File: src/rtl/dmem_ctrl.sv
// Shares one single-port, word-wide data memory between the core LSU (port 0) and debug/DMA (port 1).
// Handles RV32I sub-word loads and stores. Define DMEM_CTRL_FIXED_PRIO_EN to give port 0 fixed priority.
module dmem_ctrl #(
   parameter int unsigned DEPTH = 1024
) (
   input  logic        clk,
   input  logic        rst,
   input  logic        p0_req,
   input  logic        p0_we,
   input  logic [1:0]  p0_size,
   input  logic        p0_unsigned,
   input  logic [31:0] p0_addr,
   input  logic [31:0] p0_wdata,
   input  logic        p1_req,
   input  logic        p1_we,
   input  logic [1:0]  p1_size,
   input  logic        p1_unsigned,
   input  logic [31:0] p1_addr,
   input  logic [31:0] p1_wdata,
   output logic        p0_gnt,
   output logic        p1_gnt,
   output logic        rsp_valid,
   output logic        rsp_id,
   output logic [31:0] rsp_rdata,
   output logic        rsp_err,
   output logic        mem_we,
   output logic [31:0] mem_addr,
   output logic [31:0] mem_wdata,
   input  logic [31:0] mem_rdata
);

   typedef enum logic [1:0] {IDLE, ISSUE, CAPTURE, MERGE} state_t;

   localparam logic [1:0]  SZ_BYTE    = 2'b00;
   localparam logic [1:0]  SZ_HALF    = 2'b01;
   localparam logic [1:0]  SZ_WORD    = 2'b10;
   localparam logic [32:0] ADDR_LIMIT = 33'(DEPTH) << 2;

   state_t      state_q, state_d;
   logic        id_q, id_d;
   logic        we_q, we_d;
   logic [1:0]  size_q, size_d;
   logic        uns_q, uns_d;
   logic [31:0] addr_q, addr_d;
   logic [31:0] wdata_q, wdata_d;
   logic        rsp_valid_q, rsp_valid_d;
   logic        rsp_id_q, rsp_id_d;
   logic [31:0] rsp_rdata_q, rsp_rdata_d;
   logic        rsp_err_q, rsp_err_d;

   logic        grant;
   logic        sel_id;
   logic        sel_we;
   logic [1:0]  sel_size;
   logic        sel_uns;
   logic [31:0] sel_addr;
   logic [31:0] sel_wdata;
   logic        sel_err;

   function automatic logic [31:0] extract_lane(input logic [31:0] word, input logic [1:0] size,
                                                input logic [1:0] lane, input logic uns);
      logic [7:0]  b;
      logic [15:0] h;
      b = word[{lane, 3'b000} +: 8];
      h = word[{lane[1], 4'b0000} +: 16];
      case (size)
         SZ_BYTE: extract_lane = {{24{b[7] & ~uns}}, b};
         SZ_HALF: extract_lane = {{16{h[15] & ~uns}}, h};
         default: extract_lane = word;
      endcase
   endfunction

   function automatic logic [31:0] merge_lane(input logic [31:0] word, input logic [1:0] size,
                                              input logic [1:0] lane, input logic [31:0] wdata);
      logic [31:0] m;
      m = word;
      if (size == SZ_BYTE) m[{lane, 3'b000} +: 8] = wdata[7:0];
      else                 m[{lane[1], 4'b0000} +: 16] = wdata[15:0];
      return m;
   endfunction

`ifndef DMEM_CTRL_FIXED_PRIO_EN
   logic last_grant_q;

   always_ff @(posedge clk) begin
      if (rst)        last_grant_q <= 1'b1;
      else if (grant) last_grant_q <= sel_id;
   end
`endif

   // NOTE: every output of a combinational block gets a default first, so no path can infer a latch.
   always_comb begin
      p0_gnt = 1'b0;
      p1_gnt = 1'b0;
      if (!rst && state_q == IDLE) begin
         if (p0_req && p1_req) begin
`ifdef DMEM_CTRL_FIXED_PRIO_EN
            p0_gnt = 1'b1;
`else
            p0_gnt = last_grant_q;
            p1_gnt = ~last_grant_q;
`endif
         end else begin
            p0_gnt = p0_req;
            p1_gnt = p1_req;
         end
      end
   end

   assign grant     = p0_gnt | p1_gnt;
   assign sel_id    = p1_gnt;
   assign sel_we    = p1_gnt ? p1_we       : p0_we;
   assign sel_size  = p1_gnt ? p1_size     : p0_size;
   assign sel_uns   = p1_gnt ? p1_unsigned : p0_unsigned;
   assign sel_addr  = p1_gnt ? p1_addr     : p0_addr;
   assign sel_wdata = p1_gnt ? p1_wdata    : p0_wdata;

   assign sel_err = (sel_size == 2'b11)
                 || (sel_size == SZ_HALF && sel_addr[0])
                 || (sel_size == SZ_WORD && sel_addr[1:0] != 2'b00)
                 || ({1'b0, sel_addr} >= ADDR_LIMIT);

   always_comb begin
      state_d     = state_q;
      id_d        = id_q;
      we_d        = we_q;
      size_d      = size_q;
      uns_d       = uns_q;
      addr_d      = addr_q;
      wdata_d     = wdata_q;
      rsp_valid_d = 1'b0;
      rsp_id_d    = rsp_id_q;
      rsp_rdata_d = 32'h0;
      rsp_err_d   = 1'b0;
      mem_we      = 1'b0;
      mem_addr    = 32'h0;
      mem_wdata   = 32'h0;

      case (state_q)
         IDLE: begin
            if (grant) begin
               id_d    = sel_id;
               we_d    = sel_we;
               size_d  = sel_size;
               uns_d   = sel_uns;
               addr_d  = sel_addr;
               wdata_d = sel_wdata;
               if (sel_err) begin
                  rsp_valid_d = 1'b1;
                  rsp_id_d    = sel_id;
                  rsp_err_d   = 1'b1;
               end else begin
                  state_d = ISSUE;
               end
            end
         end
         ISSUE: begin
            mem_addr = {addr_q[31:2], 2'b00};
            if (we_q && size_q == SZ_WORD) begin
               mem_we      = 1'b1;
               mem_wdata   = wdata_q;
               rsp_valid_d = 1'b1;
               rsp_id_d    = id_q;
               state_d     = IDLE;
            end else begin
               // Sub-word stores read the word here and write it back from MERGE.
               state_d = we_q ? MERGE : CAPTURE;
            end
         end
         CAPTURE: begin
            rsp_valid_d = 1'b1;
            rsp_id_d    = id_q;
            rsp_rdata_d = extract_lane(mem_rdata, size_q, addr_q[1:0], uns_q);
            state_d     = IDLE;
         end
         MERGE: begin
            mem_we      = 1'b1;
            mem_addr    = {addr_q[31:2], 2'b00};
            mem_wdata   = merge_lane(mem_rdata, size_q, addr_q[1:0], wdata_q);
            rsp_valid_d = 1'b1;
            rsp_id_d    = id_q;
            state_d     = IDLE;
         end
         default: state_d = IDLE;
      endcase

      if (rst) mem_we = 1'b0;
   end

   // NOTE: sequential state uses non-blocking assignments so every register samples pre-edge values.
   always_ff @(posedge clk) begin
      if (rst) begin
         state_q     <= IDLE;
         rsp_valid_q <= 1'b0;
         rsp_id_q    <= 1'b0;
         rsp_rdata_q <= 32'h0;
         rsp_err_q   <= 1'b0;
      end else begin
         state_q     <= state_d;
         rsp_valid_q <= rsp_valid_d;
         rsp_id_q    <= rsp_id_d;
         rsp_rdata_q <= rsp_rdata_d;
         rsp_err_q   <= rsp_err_d;
      end
   end

   // NOTE: the request latches carry no reset; they are reloaded on every grant before being read.
   always_ff @(posedge clk) begin
      id_q    <= id_d;
      we_q    <= we_d;
      size_q  <= size_d;
      uns_q   <= uns_d;
      addr_q  <= addr_d;
      wdata_q <= wdata_d;
   end

   assign rsp_valid = rsp_valid_q;
   assign rsp_id    = rsp_id_q;
   assign rsp_rdata = rsp_rdata_q;
   assign rsp_err   = rsp_err_q;

endmodule

File: config.mk
export PLATFORM = sky130hd
export DESIGN_NAME = dmem_ctrl
export DESIGN_NICKNAME = d
export VERILOG_FILES = /design/src/rtl/dmem_ctrl.sv
export SDC_FILE = /design/constraint.sdc
export NUM_CORES = 1
export LEC_CHECK = 0
export CORE_MARGIN = 2
export CORE_UTILIZATION = 45
export CTS_CLUSTER_SIZE = 20
export DETAILED_ROUTE_END_ITERATION = 8
export PLACE_DENSITY = 0.94
export SYNTH_ARGS = -nofsm -noshare
export SYNTH_HDL_FRONTEND = slang
export SYNTH_SLANG_ARGS = --single-unit
File: constraint.sdc
create_clock -name clk -period 9.3 [get_ports clk]
set_input_delay 1.86 -clock clk [delete_from_list [all_inputs] [get_ports clk]]
set_output_delay 1.86 -clock clk [all_outputs]
set_load 0.01 [all_outputs]
==> Yosys cells after proc, flatten, opt, wreduce, memory -nomap -nowiden <==
Cells that the tools add are included.
{ "totals": {"ff_bits": 107, "inputBits": 172, "output_inout_bits": 102, "wordCells": 90} }
{ "classes": {"n_addsub": 2, "order_cmp": 1, "eq_ne": 12, "shifts": 6, "mux": 31, "bitwise": 7, "n_reduce_logical": 19} }
{ "ops": {"columns": ["cell", "n"], "rows": [
  ["two-way mux 32 bit", 5],
  ["one-hot mux 32 bit (2 select lines)", 2],
  ["bitwise mux 32 bit", 2],
  [">= comparator 32 x 13 -> 1 bit, second input constant", 1],
  ["variable shift 16 x 7 -> 32 bit, first input constant", 1],
  ["variable shift 8 x 7 -> 32 bit, first input constant", 1],
  ["indexed part select 16 x 7 -> 32 bit", 1],
  ["indexed part select 32 x 6 -> 16 bit", 1],
  ["indexed part select 32 x 6 -> 8 bit", 1],
  ["indexed part select 8 x 7 -> 32 bit", 1],
  ["two-way mux 1 bit", 14],
  ["negator 5 -> 7 bit", 2],
  ["equality test 2 bit, second input constant", 5],
  ["two-way mux 2 bit", 4],
  ["!= test 2 bit, second input constant", 4],
  ["OR reduction 2 bit", 4],
  ["equality test 2 x 1 -> 1 bit, second input constant", 3],
  ["one-hot mux 1 bit (3 select lines)", 2],
  ["one-hot mux 2 bit (3 select lines)", 1],
  ["logical AND 1 bit", 5],
  ["zero test 2 bit", 2],
  ["NOT 1 bit", 4],
  ["AND reduction 2 bit", 2],
  ["logical OR 1 bit", 3],
  ["other kinds (6)", 7]
]} }

==> Logic depth before layout (Yosys ltp) <==
Gate-level depths: netlist of the first run.
{ "depth": {"word_depth": 12, "depth_mapped": 10, "depth_no_buf": 7} }

==> Worst setup path after synthesis of the first run <==
OpenSTA, ideal clock, no wires.
{ "synth_path": {"path_kind": "input to register", "startpoint": "in rst", "endpoint": "reg addr_q[0] (enable)", "setup_time_ps": 498, "t_arrival_ps": 5302, "t_required_ps": 8802, "slack_ps": 3500, "stages": 3, "path_buffers": 1, "path_cell_list": "clkbuf_1 -> or3_1 -> nor2_1"} }
{ "synth_between": {"elab_chain_cells": 5, "elab_cells_between_ends": 6, "cone_classes": "mux (2); bitwise (1); reduce/logical (3)"} }
{ "synth_rtl": {"columns": ["item", "line", "text"], "rows": [
  ["from (decl)", "7", "input logic rst,"],
  ["zero test 1 bit *", "95", "if (!rst && state_q == IDLE) begin"],
  ["logical AND 1 bit *", "95", null],
  ["two-way mux 1 bit", "95", null],
  ["OR 1 bit *", "110", "assign grant = p0_gnt | p1_gnt;"],
  ["AND reduction 2 bit (no line) *", null, null],
  ["to (signal assigned)", "213", "addr_q <= addr_d;"],
  ["to (decl)", "44", "logic [31:0] addr_q, addr_d;"]
]} }
Every way passes the cells marked *; elsewhere a longest branch is shown, timed or not.
A chain may end at the register's enable or synchronous reset.

==> Worst setup path after layout of the first run <==
{ "layout_path": {"startpoint": "in rst", "endpoint": "out p1_gnt"} }
{ "layout_between": {"elab_chain_cells": 3} }
{ "layout_rtl": {"columns": ["item", "line", "text"], "rows": [
  ["zero test 1 bit", "95", null],
  ["logical AND 1 bit", "95", null],
  ["two-way mux 1 bit", "95", null],
  ["to (decl)", "21", "output logic p1_gnt,"]
]} }
No other way between the ends.

==> results of run 1 <==
final cells by class:
cell class | count | area (µm²)
Tap cell | 176 | 220
Clock buffer | 13 | 303
Inverter | 13 | 48.8
Clock inverter | 3 | 22.5
Timing Repair Buffer | 276 | 2750
Fill cell | 984 | 4030
Multi-Input combinational cell | 483 | 2880
Sequential cell | 107 | 2830
synthesized netlist by cell type, types with 2 or more instances:
cell / instances
o211ai_1: 2
nand2_1: 169
and4_1: 2
inv_1: 11
clkbuf_1: 32
buf_2: 10
and3_1: 2
o21ai_0: 11
a2bb2oi_1: 23
buf_4: 2
ha_1: 5
nand2b_1: 3
dfxtp_1: 38
edfxtp_1: 69
mux2_2: 32
a221oi_1: 7
or3_1: 2
a21o_1: 2
nor3_1: 10
a222oi_1: 16
nor2b_1: 3
nor2_1: 55
a21oi_2: 2
nand3_1: 2
a31oi_1: 2
a22oi_1: 16
nor4_1: 8
and2_1: 31
a22o_1: 16
nor3b_1: 2
or4_1: 2
buf_1: 5
a21oi_1: 34
power by group through the flow:
stage	registers [mW]	logic (mW)	clock network, mW
after floorplan	0.552	0.101	0
after global placement	0.558	0.200	0
after detailed placement	0.559	0.204	0
after CTS	0.548	0.205	0.406
after global routing	0.551	0.224	0.427
final	0.548	0.208	0.403
through the flow:
stage          cell area (µm²)  setup slack [ns]
5_1_grt                   9060              2.58
3_5_place_dp              8730              2.84
2_1_floorplan             5950              3.50
3_3_place_gp              8730              2.88
4_1_cts                   9060              2.82
6_report                  9060              2.78
critical path, delay by kind of cell:
kind	cells	cell delay, ns
buffers and inverters	4	2.37
and+or+nand+nor	2	0.36
cells by family (layout without fill, tap and decap cells):
kind of cell | after synthesis | count (layout) | synth area share [%]
compound gates | 142 | 142 | 18.1
fa+ha+maj | 5 | 5 | 1.05
flops | 107 | 107 | 47.6
simple gates | 299 | 299 | 22.2
other cells | 1 | 2 | 0.0631
mux | 35 | 35 | 6.65
buf+inv | 62 | 305 | 4.25
routing by layer:
metal	vias to the layer above	track usage [%]	share of wire, %
met1	2753	34.9	39
met5	-	0	0
met2	315	46.2	50
met3	44	5.08	8.6
li1	2824	-	-
met4	0	11.2	3.2
registers in the layout, summed over array words and instances, names as in the netlist, 2 cells and up:
name	flops
wdata_q	32
state_q	2
rsp_rdata	32
size_q	2
addr_q	32
final timing paths:
kind,start,to,cells past startpoint
worst max-delay path,rst,p1_gnt,6
worst min-delay path,we_q$_DFFE_PP_,state_q[0]$_SDFFE_PP0P_,2
worst max register to register,state_q[1]$_SDFFE_PP0P_,rsp_id$_SDFFE_PP0P_,7
worst min register to register,we_q$_DFFE_PP_,state_q[0]$_SDFFE_PP0P_,2
==> metrics.log, run 1 <==
INFO  metric number_of_nets_with_antenna_violations_after_detailed_routing = 0
INFO  metric core_area = between 10000 and 15000 µm²
INFO  metric critPathMaxStageDelay = around 0.77 ns
INFO  metric drv_slew = 0
INFO  metric synth_cell_type_count = 58
INFO  metric postCtsResizedCells = 0
INFO  metric power.switching = 0.282 mW
INFO  metric holdCritPathClass = reg2reg
INFO  metric grt_first_pass_wirelength = between 30 and 40 mm
INFO  metric timing.critical_path.cells = clkdlybuf4s50_1 > nor3_2 > nand2_2 > buf_4 > inv_2 > clkdlybuf4s50_1
INFO  metric final_setup_skew = around 0.0057 ns
INFO  metric drv_cap = 0
INFO  metric antenna_violations_before_repair = 0
INFO  metric power_frac_clock = between 30% and 40%
INFO  metric post_layout_nonfiller_instances = about 1100
INFO  metric post_drt_wl_per_cell = 18.4 µm
INFO  metric hold_ws = between 0.6 and 0.7 ns
INFO  metric cts_hold_repair_buffers = 0
INFO  metric num_rows = 42
INFO  metric route.final.wire_length = 19.7 mm
INFO  metric synth.largest_area_cell = edfxtp_1
INFO  metric power.share.combinational = 17.9%
INFO  metric final_net_count = around 1100
INFO  metric cp.arrival = between 4 and 5 ns
INFO  metric mostFrequentLayoutCells = 271 x clkdlybuf4s50_1, 168 x nand2_1, 69 x edfxtp_1, 54 x nor2_1, 38 x dfxtp_1
INFO  metric critPathMostFrequentCell = clkdlybuf4s50_1
INFO  metric tritoncts_num_sinks = between 100 and 150
INFO  metric port-buffer-count = ~270
INFO  metric switching_share = approximately 24%
INFO  metric chipWidth = 119 µm
INFO  metric period_minus_slack = 6.52 ns
INFO  metric share_of_cells_above_drive_strength_1 = under 10%
INFO  metric clock_insertion_delay_worst_skew = around 0.35 ns
INFO  metric antenna_cells_inserted = 0
INFO  metric timing.setup.critical_path_class = in2out
INFO  metric grt.overflow.total = 0
INFO  metric io_pins = approximately 270
INFO  metric fp.dieH = ~120 µm
INFO  metric vdd_ir_drop_max = ~0.12 mV
INFO  metric drt_iter0_drc = ~770
INFO  metric hpwl = about 15 mm
INFO  metric placed_cells_incl_taps = 1055
INFO  metric post_synth_edffs = 69
INFO  metric post_cts_buffers = 0
INFO  metric yosysTopAreaCellShare = about a third
INFO  metric start_kind = primary input
INFO  metric synth.yosys.warnings = 0
INFO  metric cp.required = 7.44 ns
INFO  metric seq_area_frac_synth = between 40 and 50%
INFO  metric synthFlopType = edfxtp_1
INFO  metric post_synth_inst_count = approximately 650
INFO  metric cellInternalPower = a little under 0.9 mW
INFO  metric first_global_vias = 5668
INFO  metric worstPathMaxFanout = 65
INFO  metric vias_after_detailed_routing = around 6000
INFO  metric tightestPinTransition = between 1 and 1.5 ns
INFO  metric fmaxAchievable = between 0.15 and 0.2 GHz
INFO  metric total_global_routing_track_utilization = a little over a quarter
INFO  metric timing.setup.tns = 0 ns
INFO  metric start_util = a little under half
INFO  metric total_power_per_unit_cell_area = 128 nW/µm²
INFO  metric cts.htree.levels = 3
INFO  metric cts_max_path_buffers = 2
INFO  metric tritoncts = done
INFO  metric syn2layout_area_growth = 52.3%
INFO  metric synth.ff_latch_count = between 100 and 150
INFO  metric unrepaired_setup_endpoints_after_global_routing = no
INFO  metric ctsRootBufferMaster = clkbuf_16
INFO  metric clk_pin_slew_worst_paths = 0.07 ns
INFO  metric synthArstFlopShare = 0%
INFO  metric cts_buffers = 9
INFO  metric drcViolationCount = 0
INFO  metric finalHoldViolCount = 0
INFO  metric outcome = finished clean
INFO  metric power_frac_seq = 47.3%
INFO  metric netlist_area_before_placement = ~6000 µm²
INFO  metric post_route_utilization = 69.2%
INFO  metric avgSynthCellArea = roughly 9.1 µm²
INFO  metric drt_first_pass_iters = 7
INFO  metric cellLeakagePower = 3.38 nW
INFO  metric routabilityCongestion = about 0.9
INFO  metric report.final.setup_viol = 0
INFO  metric setup.reg_to_reg.worst_slack = around 6 ns
INFO  metric largest_net_degree_at_the_start_of_global_routing = 66
INFO  metric total_power = 1.16 mW
INFO  metric relSlewSlack = 17.6%
INFO  metric commonest_non_fill_non_tap_cell_in_the_layout = clkdlybuf4s50_1
INFO  metric ys_top_cells_by_area = edfxtp_1 35%, dfxtp_1 13%, nand2_1 11%
INFO  metric design.die.area = about 14000 µm²
INFO  metric crit_path_top_delay_cell = inv_2
INFO  metric final_min_period_over_clock_period = 70.1%
INFO  metric timing.critical_path.to_type = output pin
INFO  metric vias_per_cell = around 5.5
Note: power is estimated with default switching activity, not from simulation.
==> run 2: changes to the inputs <==
--- a/config.mk
+++ b/config.mk
@@ -6,10 +6,10 @@
 export NUM_CORES = 1
 export LEC_CHECK = 0
 export CORE_MARGIN = 2
-export CORE_UTILIZATION = 45
+export CORE_UTILIZATION = 38
 export CTS_CLUSTER_SIZE = 20
 export DETAILED_ROUTE_END_ITERATION = 8
-export PLACE_DENSITY = 0.94
+export PLACE_DENSITY = 0.86
 export SYNTH_ARGS = -nofsm -noshare
 export SYNTH_HDL_FRONTEND = slang
 export SYNTH_SLANG_ARGS = --single-unit
==> constraint.sdc (replaced) <==
create_clock -name clk -period 5.6 [get_ports clk]
set_input_delay 1.12 -clock clk [delete_from_list [all_inputs] [get_ports clk]]
set_output_delay 1.12 -clock clk [all_outputs]
set_load 0.01 [all_outputs]
==> metrics.log, run 2 (same netlist as run 1, synthesis figures left out) <==
INFO  metric outcome = finished clean
INFO  metric tritoncts = done
INFO  metric cellLeakagePower = 3.37 nW (-0.30%)
INFO  metric drt_iter0_drc = 835 (+9.0%)
INFO  metric route.final.wire_length = 20.0 mm (+1.4%)
INFO  metric hpwl = 15.1 mm (+0.98%)
INFO  metric final_net_count = 1067 (unchanged)
INFO  metric largest_net_degree_at_the_start_of_global_routing = 65 (-1.5%)
INFO  metric total_power = 1.90 mW (+64%)
INFO  metric tightestPinTransition = 1.28 ns (+0.0508 ns)
INFO  metric clock_insertion_delay_worst_skew = 0.36 ns (about the same)
INFO  metric cts_max_path_buffers = 2 (unchanged)
INFO  metric vias_after_detailed_routing = 5912 (-0.40%)
INFO  metric core_area = 15300 µm² (+17%)
INFO  metric crit_path_top_delay_cell = edfxtp_1
INFO  metric total_global_routing_track_utilization = 23.4% (-4.0 points)
INFO  metric fmaxAchievable = around 0.21 GHz
INFO  metric origin_of_the_critical_flop_to_flop_path = state_q[0]$_SDFFE_PP0P_
INFO  metric antenna_cells_inserted = 0 (unchanged)
INFO  metric holdCritPathClass = reg2reg
INFO  metric postCtsResizedCells = 0 (unchanged)
INFO  metric design.die.area = 16700 µm² (+18%)
INFO  metric timing.critical_path.to_type = output pin
INFO  metric worstPathMaxFanout = 35 (-46%)
INFO  metric antenna_violations_before_repair = 0 (unchanged)
INFO  metric worst_r2r_endpoint = rsp_id$_SDFFE_PP0P_
INFO  metric syn2layout_area_growth = 53.0%
INFO  metric port-buffer-count = 271 (unchanged)
INFO  metric critPathMaxStageDelay = 1.00 ns (+0.23 ns)
INFO  metric final_setup_skew = 0.0117 ns (+0.00599 ns)
INFO  metric drcViolationCount = 0 (unchanged)
INFO  metric relSlewSlack = 14.2% (-3.4 points)
INFO  metric first_global_vias = 5447 (-3.9%)
INFO  metric worst_reg2reg_path_length_in_cells = 7 (unchanged)
INFO  metric timing.setup.tns = 0 ns (unchanged)
INFO  metric post-route-worst-setup-slack = 0.829 ns (-1.96 ns)
INFO  metric tritoncts_num_sinks = 107 (unchanged)
INFO  metric io_pins = 274 (unchanged)
INFO  metric crit_start = addr_q[1]$_DFFE_PP_
INFO  metric pre_cts_slack = 1.30 ns (-1.54 ns)
INFO  metric unrepaired_setup_endpoints_after_global_routing = no
INFO  metric vdd_ir_drop_max = 0.135 mV (+13%)
INFO  metric share_of_cells_above_drive_strength_1 = 7.60% (unchanged)
INFO  metric ctsRootBufferMaster = clkbuf_16
INFO  metric drv_cap = 0 (unchanged)
INFO  metric report.final.setup_viol = 0 (unchanged)
INFO  metric cp.required = 4.48 ns (-2.96 ns)
INFO  metric path_delay_family = flip-flops
INFO  metric cts_hold_repair_buffers = 0 (unchanged)
INFO  metric num_rows = 45 (+7.1%)
INFO  metric setup.reg_to_reg.worst_slack = 2.81 ns (-3.02 ns)
INFO  metric drt_first_pass_iters = 6 (-1)
INFO  metric hold_ws = 0.587 ns (-0.0130 ns)
INFO  metric post_layout_nonfiller_instances = 1106 (+3.3%)
INFO  metric commonest_non_fill_non_tap_cell_in_the_layout = clkdlybuf4s50_1
INFO  metric start_kind = flip-flop
INFO  metric worst-path-buf-inv = 2 (-2)
INFO  metric post_cts_buffers = 0 (unchanged)
INFO  metric start_util = 39.0% (-6.5 points)
INFO  metric cts_buffers = 9 (unchanged)
INFO  metric period_minus_slack = approximately 4.8 ns
INFO  metric final_min_period_over_clock_period = a little under nine tenths
INFO  metric number_of_nets_with_antenna_violations_after_detailed_routing = 0 (unchanged)
INFO  metric worstSetupPathDepth = 8 (+2)
INFO  metric cp-endpoint = mem_wdata[23]
INFO  metric chipWidth = 129 µm (+8.5%)
INFO  metric grt_first_pass_wirelength = 30.2 mm (-0.37%)
INFO  metric timing.setup.critical_path_class = reg2out
INFO  metric cp.arrival = 3.65 ns (-1.01 ns)
INFO  metric mostFrequentLayoutCells = 271 x clkdlybuf4s50_1, 168 x nand2_1, 69 x edfxtp_1, 54 x nor2_1, 38 x dfxtp_1
INFO  metric cts.htree.levels = 3 (unchanged)
INFO  metric routabilityCongestion = 0.925 (+0.36%)
INFO  metric post_drt_wl_per_cell = 18.1 µm (-1.8%)
INFO  metric finalHoldViolCount = 0 (unchanged)
INFO  metric fp.dieH = 129 µm (+8.5%)
INFO  metric timing.critical_path.cells = inv_1 > ha_1 > nor4bb_1 > a21o_1 > a22o_1 > a22oi_1 > nor2_1 > clkdlybuf4s50_1
INFO  metric placed_cells_incl_taps = 1090 (+3.3%)
INFO  metric vias_per_cell = 5.35 (-3.6%)
INFO  metric clk_pin_slew_worst_paths = 0.08 ns (about the same)
INFO  metric total_power_per_unit_cell_area = 209 nW/µm² (+63%)
INFO  metric grt.overflow.total = 0 (unchanged)
INFO  metric drv_slew = 0 (unchanged)
[run 2: routing by layer]
metal  share of wire (%)  up-vias  global-route usage (%)
li1                    -     2819                       -
met1                  41     2701                    31.6
met2                  48      348                    36.2
met3                 8.6       44                    5.62
met4                 3.1        0                    9.72
met5                   0        -                       0
[run 2: tightest hold or removal path, cell delays in order (launching register included)]
cell,delay (ns)
dfxtp_1,0.33
a31oi_1,0.13
or2_2,0.11
[run 2: report_power, final]
group	switching [mW]	internal, mW
Combinational	0.153	0.192
Clock	0.325	0.318
Sequential	0.0283	0.884
[run 2: worst min path at each step]
stage	from	endpoint	slack, ns	depth (start not counted)
5_1_grt	last_grant_q$_SDFFE_PP1P_	last_grant_q$_SDFFE_PP1P_	0.63	2
2_1_floorplan	last_grant_q$_SDFFE_PP1P_	last_grant_q$_SDFFE_PP1P_	0.53	2
6_report	last_grant_q$_SDFFE_PP1P_	last_grant_q$_SDFFE_PP1P_	0.59	2
4_1_cts	last_grant_q$_SDFFE_PP1P_	last_grant_q$_SDFFE_PP1P_	0.59	2
3_3_place_gp	last_grant_q$_SDFFE_PP1P_	last_grant_q$_SDFFE_PP1P_	0.57	2
3_5_place_dp	last_grant_q$_SDFFE_PP1P_	last_grant_q$_SDFFE_PP1P_	0.56	2
[run 2: final cells by class]
cell class | count | area [µm²]
clock buffers | 9 | 225
multi-input cells | 483 | 2880
repair buffers | 276 | 2760
fillers | 1318 | 6160
well taps | 211 | 264
flip-flops and latches | 107 | 2830
inverters | 13 | 48.8
clock inverters | 7 | 83.8
[run 2: through the flow]
stage	utilization (%)	instance area [µm²]
2_1_floorplan	-	5950
3_3_place_gp	57.6	8790
3_5_place_dp	57.6	8790
4_1_cts	59.6	9100
5_1_grt	59.6	9100
6_report	59.6	9100
==> run 3: changes to the inputs <==
--- a/config.mk
+++ b/config.mk
@@ -9,6 +9,7 @@
 export CORE_UTILIZATION = 38
 export CTS_CLUSTER_SIZE = 20
 export DETAILED_ROUTE_END_ITERATION = 8
+export GPL_ROUTABILITY_DRIVEN = 0
 export PLACE_DENSITY = 0.86
 export SYNTH_ARGS = -nofsm -noshare
 export SYNTH_HDL_FRONTEND = slang
==> metrics.log, run 3 (same netlist as run 1, synthesis figures left out) <==
INFO  metric cellInternalPower = 1.40 mW (+0.14%)
INFO  metric fmaxAchievable = 0.206 GHz (-1.5%)
INFO  metric grt_first_pass_wirelength = 30.5 mm (+1.0%)
INFO  metric nFillCells = 1280 (-2.9%)
INFO  metric drt_first_pass_iters = 6 (unchanged)
INFO  metric total_global_routing_track_utilization = 23.8% (+0.39 points)
INFO  metric power_frac_clock = 34.1% (+0.3 points)
INFO  metric number_of_nets_with_antenna_violations_after_detailed_routing = 0 (unchanged)
INFO  metric crit_start = addr_q[1]$_DFFE_PP_
INFO  metric hp-start = last_grant_q$_SDFFE_PP1P_
INFO  metric timing.critical_path.to_type = output pin
INFO  metric drv_slew = 0 (unchanged)
INFO  metric commonest_non_fill_non_tap_cell_in_the_layout = clkdlybuf4s50_1
INFO  metric post-route-worst-setup-slack = 0.755 ns (-0.0739 ns)
INFO  metric clk_pin_slew_worst_paths = 0.08 ns (about the same)
INFO  metric drv_cap = 0 (unchanged)
INFO  metric placement.cell_area = 8800 µm² (+0.17%)
INFO  metric grt.met2_usage = 37.3% (+1.1 points)
INFO  metric final_min_period_over_clock_period = 86.5% (+1.3 points)
INFO  metric post_cts_buffers = 0 (unchanged)
INFO  metric post_drt_wl_per_cell = 18.1 µm (+0.23%)
INFO  metric placed_cells_incl_taps = 1092 (+0.18%)
INFO  metric num_rows = 45 (unchanged)
INFO  metric antenna_cells_inserted = 0 (unchanged)
INFO  metric gr-max-usage-layer = met2
INFO  metric vdd_ir_drop_max = 0.163 mV (+21%)
INFO  metric drcViolationCount = 0 (unchanged)
INFO  metric power.switching = 0.512 mW (+1.1%)
INFO  metric cts.htree.levels = 3 (unchanged)
INFO  metric cts_max_path_buffers = 2 (unchanged)
INFO  metric seq_area = 2830 µm² (unchanged)
INFO  metric pre_cts_slack = 1.26 ns (-0.0401 ns)
INFO  metric core_area = 15300 µm² (unchanged)
INFO  metric cp.arrival = 3.73 ns (+0.08 ns)
INFO  metric drt_iter0_drc = 837 (+0.24%)
INFO  metric period_minus_slack = 4.85 ns (+0.0739 ns)
INFO  metric post_layout_nonfiller_instances = 1108 (+0.18%)
INFO  metric hpwl = 15.1 mm (+0.22%)
INFO  metric final_setup_skew = 0.00949 ns (-0.00220 ns)
INFO  metric cts_buffers = 9 (unchanged)
INFO  metric timing.setup.tns = 0 ns (unchanged)
INFO  metric tritoncts = done
INFO  metric layout.cell_area.non_filler = 9110 µm² (+0.11%)
INFO  metric switching_share = 26.8% (+0.19 points)
INFO  metric largest_net_degree_at_the_start_of_global_routing = 65 (unchanged)
INFO  metric total_power_per_unit_cell_area = 210 nW/µm² (+0.30%)
INFO  metric mostFrequentLayoutCells = 271 x clkdlybuf4s50_1, 168 x nand2_1, 69 x edfxtp_1, 54 x nor2_1, 38 x dfxtp_1
INFO  metric clock_insertion_delay_worst_skew = 0.36 ns (about the same)
INFO  metric holdCritPathClass = reg2reg
INFO  metric hold_ws = 0.596 ns (+0.00887 ns)
INFO  metric power_frac_seq = 47.7% (-0.3 points)
INFO  metric start_util = 39.0% (unchanged)
INFO  metric origin_of_the_critical_flop_to_flop_path = addr_q[1]$_DFFE_PP_
INFO  metric syn2layout_area_growth = 53.1%
INFO  metric met1_usage = 31.6% (-0.087 points)
INFO  metric final_net_count = 1069 (+0.19%)
INFO  metric total_power = 1.91 mW (+0.41%)
INFO  metric vias_after_detailed_routing = 5870 (-0.71%)
INFO  metric start_kind = flip-flop
INFO  metric power.share.combinational = 18.3% (+0.2 points)
INFO  metric ctsRootBufferMaster = clkbuf_16
INFO  metric cp.required = 4.48 ns (about the same)
INFO  metric relSlewSlack = 13.0% (-1.2 points)
INFO  metric cts_hold_repair_buffers = 0 (unchanged)
INFO  metric footprint_of_the_multi_input_gates = 2880 µm² (unchanged)
INFO  metric route.final.wire_length = 20.1 mm (+0.41%)
INFO  metric cellLeakagePower = 3.38 nW (+0.29%)
INFO  metric antenna_violations_before_repair = 0 (unchanged)
INFO  metric report.final.setup_viol = 0 (unchanged)
INFO  metric io_pins = 274 (unchanged)
INFO  metric post_route_utilization = 59.7% (+0.066 points)
INFO  metric unrepaired_setup_endpoints_after_global_routing = no
INFO  metric grt.overflow.total = 0 (unchanged)
INFO  metric share_of_cells_above_drive_strength_1 = 7.80% (+0.21 points)
INFO  metric groute.layer.met3.usage = 4.95% (-0.66 points)
INFO  metric outcome = finished clean
INFO  metric design.die.area = 16700 µm² (unchanged)
INFO  metric tritoncts_num_sinks = 107 (unchanged)
INFO  metric worstPathMaxFanout = 35 (unchanged)
INFO  metric first_global_vias = 5570 (+2.3%)
INFO  metric chipWidth = 129 µm (unchanged)
INFO  metric vias_per_cell = 5.30 (-0.89%)
INFO  metric timing.setup.critical_path_class = reg2out
INFO  metric postCtsResizedCells = 0 (unchanged)
INFO  metric port-buffer-count = 271 (unchanged)
INFO  metric tightestPinTransition = 1.30 ns (+0.0178 ns)
INFO  metric fp.dieH = 129 µm (unchanged)
INFO  metric finalHoldViolCount = 0 (unchanged)
## run 3: changes by cell type in the layout (fill, tap and decap cells not counted), sizes merged
cell,previous run,this run
clkinv,6,4
buf,5,7
inv,14,16
## run 3: per-layer routing
metal / wire (µm) / up-vias / share of wire, %
met5: 0 / - / 0
met2: 9440 / 320 / 47
met1: 8180 / 2673 / 41
li1: - / 2823 / -
met3: 1680 / 54 / 8.4
met4: 801 / 0 / 4.0
## run 3: power groups by stage
stage	Sequential [mW]	Combinational (mW)	Clock, mW
after floorplan	0.917	0.167	0
after global placement	0.925	0.338	0
after detailed placement	0.926	0.344	0
after CTS	0.908	0.346	0.661
after global routing	0.913	0.377	0.686
final	0.909	0.349	0.650
## run 3: worst paths after layout
path                                to  slack, ns  cells after the start
max                      mem_wdata[23]       0.75                      8
min          last_grant_q$_SDFFE_PP1P_       0.60                      2
max reg2reg   rsp_rdata[23]$_SDFF_PP0_       2.76                      3
min reg2reg  last_grant_q$_SDFFE_PP1P_       0.60                      2
## run 3: area by class of cell
cell class / count / area share (%)
Sequential cell: 107 / 31.1
Timing Repair Buffer: 278 / 30.5
Inverter: 13 / 0.536
Clock inverter: 7 / 0.866
Tap cell: 211 / 2.90
Multi-Input combinational cell: 483 / 31.6
Clock buffer: 9 / 2.47
## run 3: worst max-delay path, stage by stage (launching register included)
cell and delay (ns):
edfxtp_1 1.04, inv_1 0.26, ha_1 0.40, nor4bb_1 0.29, a21o_1 0.33, a22o_1 0.17, a22oi_1 0.06, nor2_1 0.22
clkdlybuf4s50_1 0.58
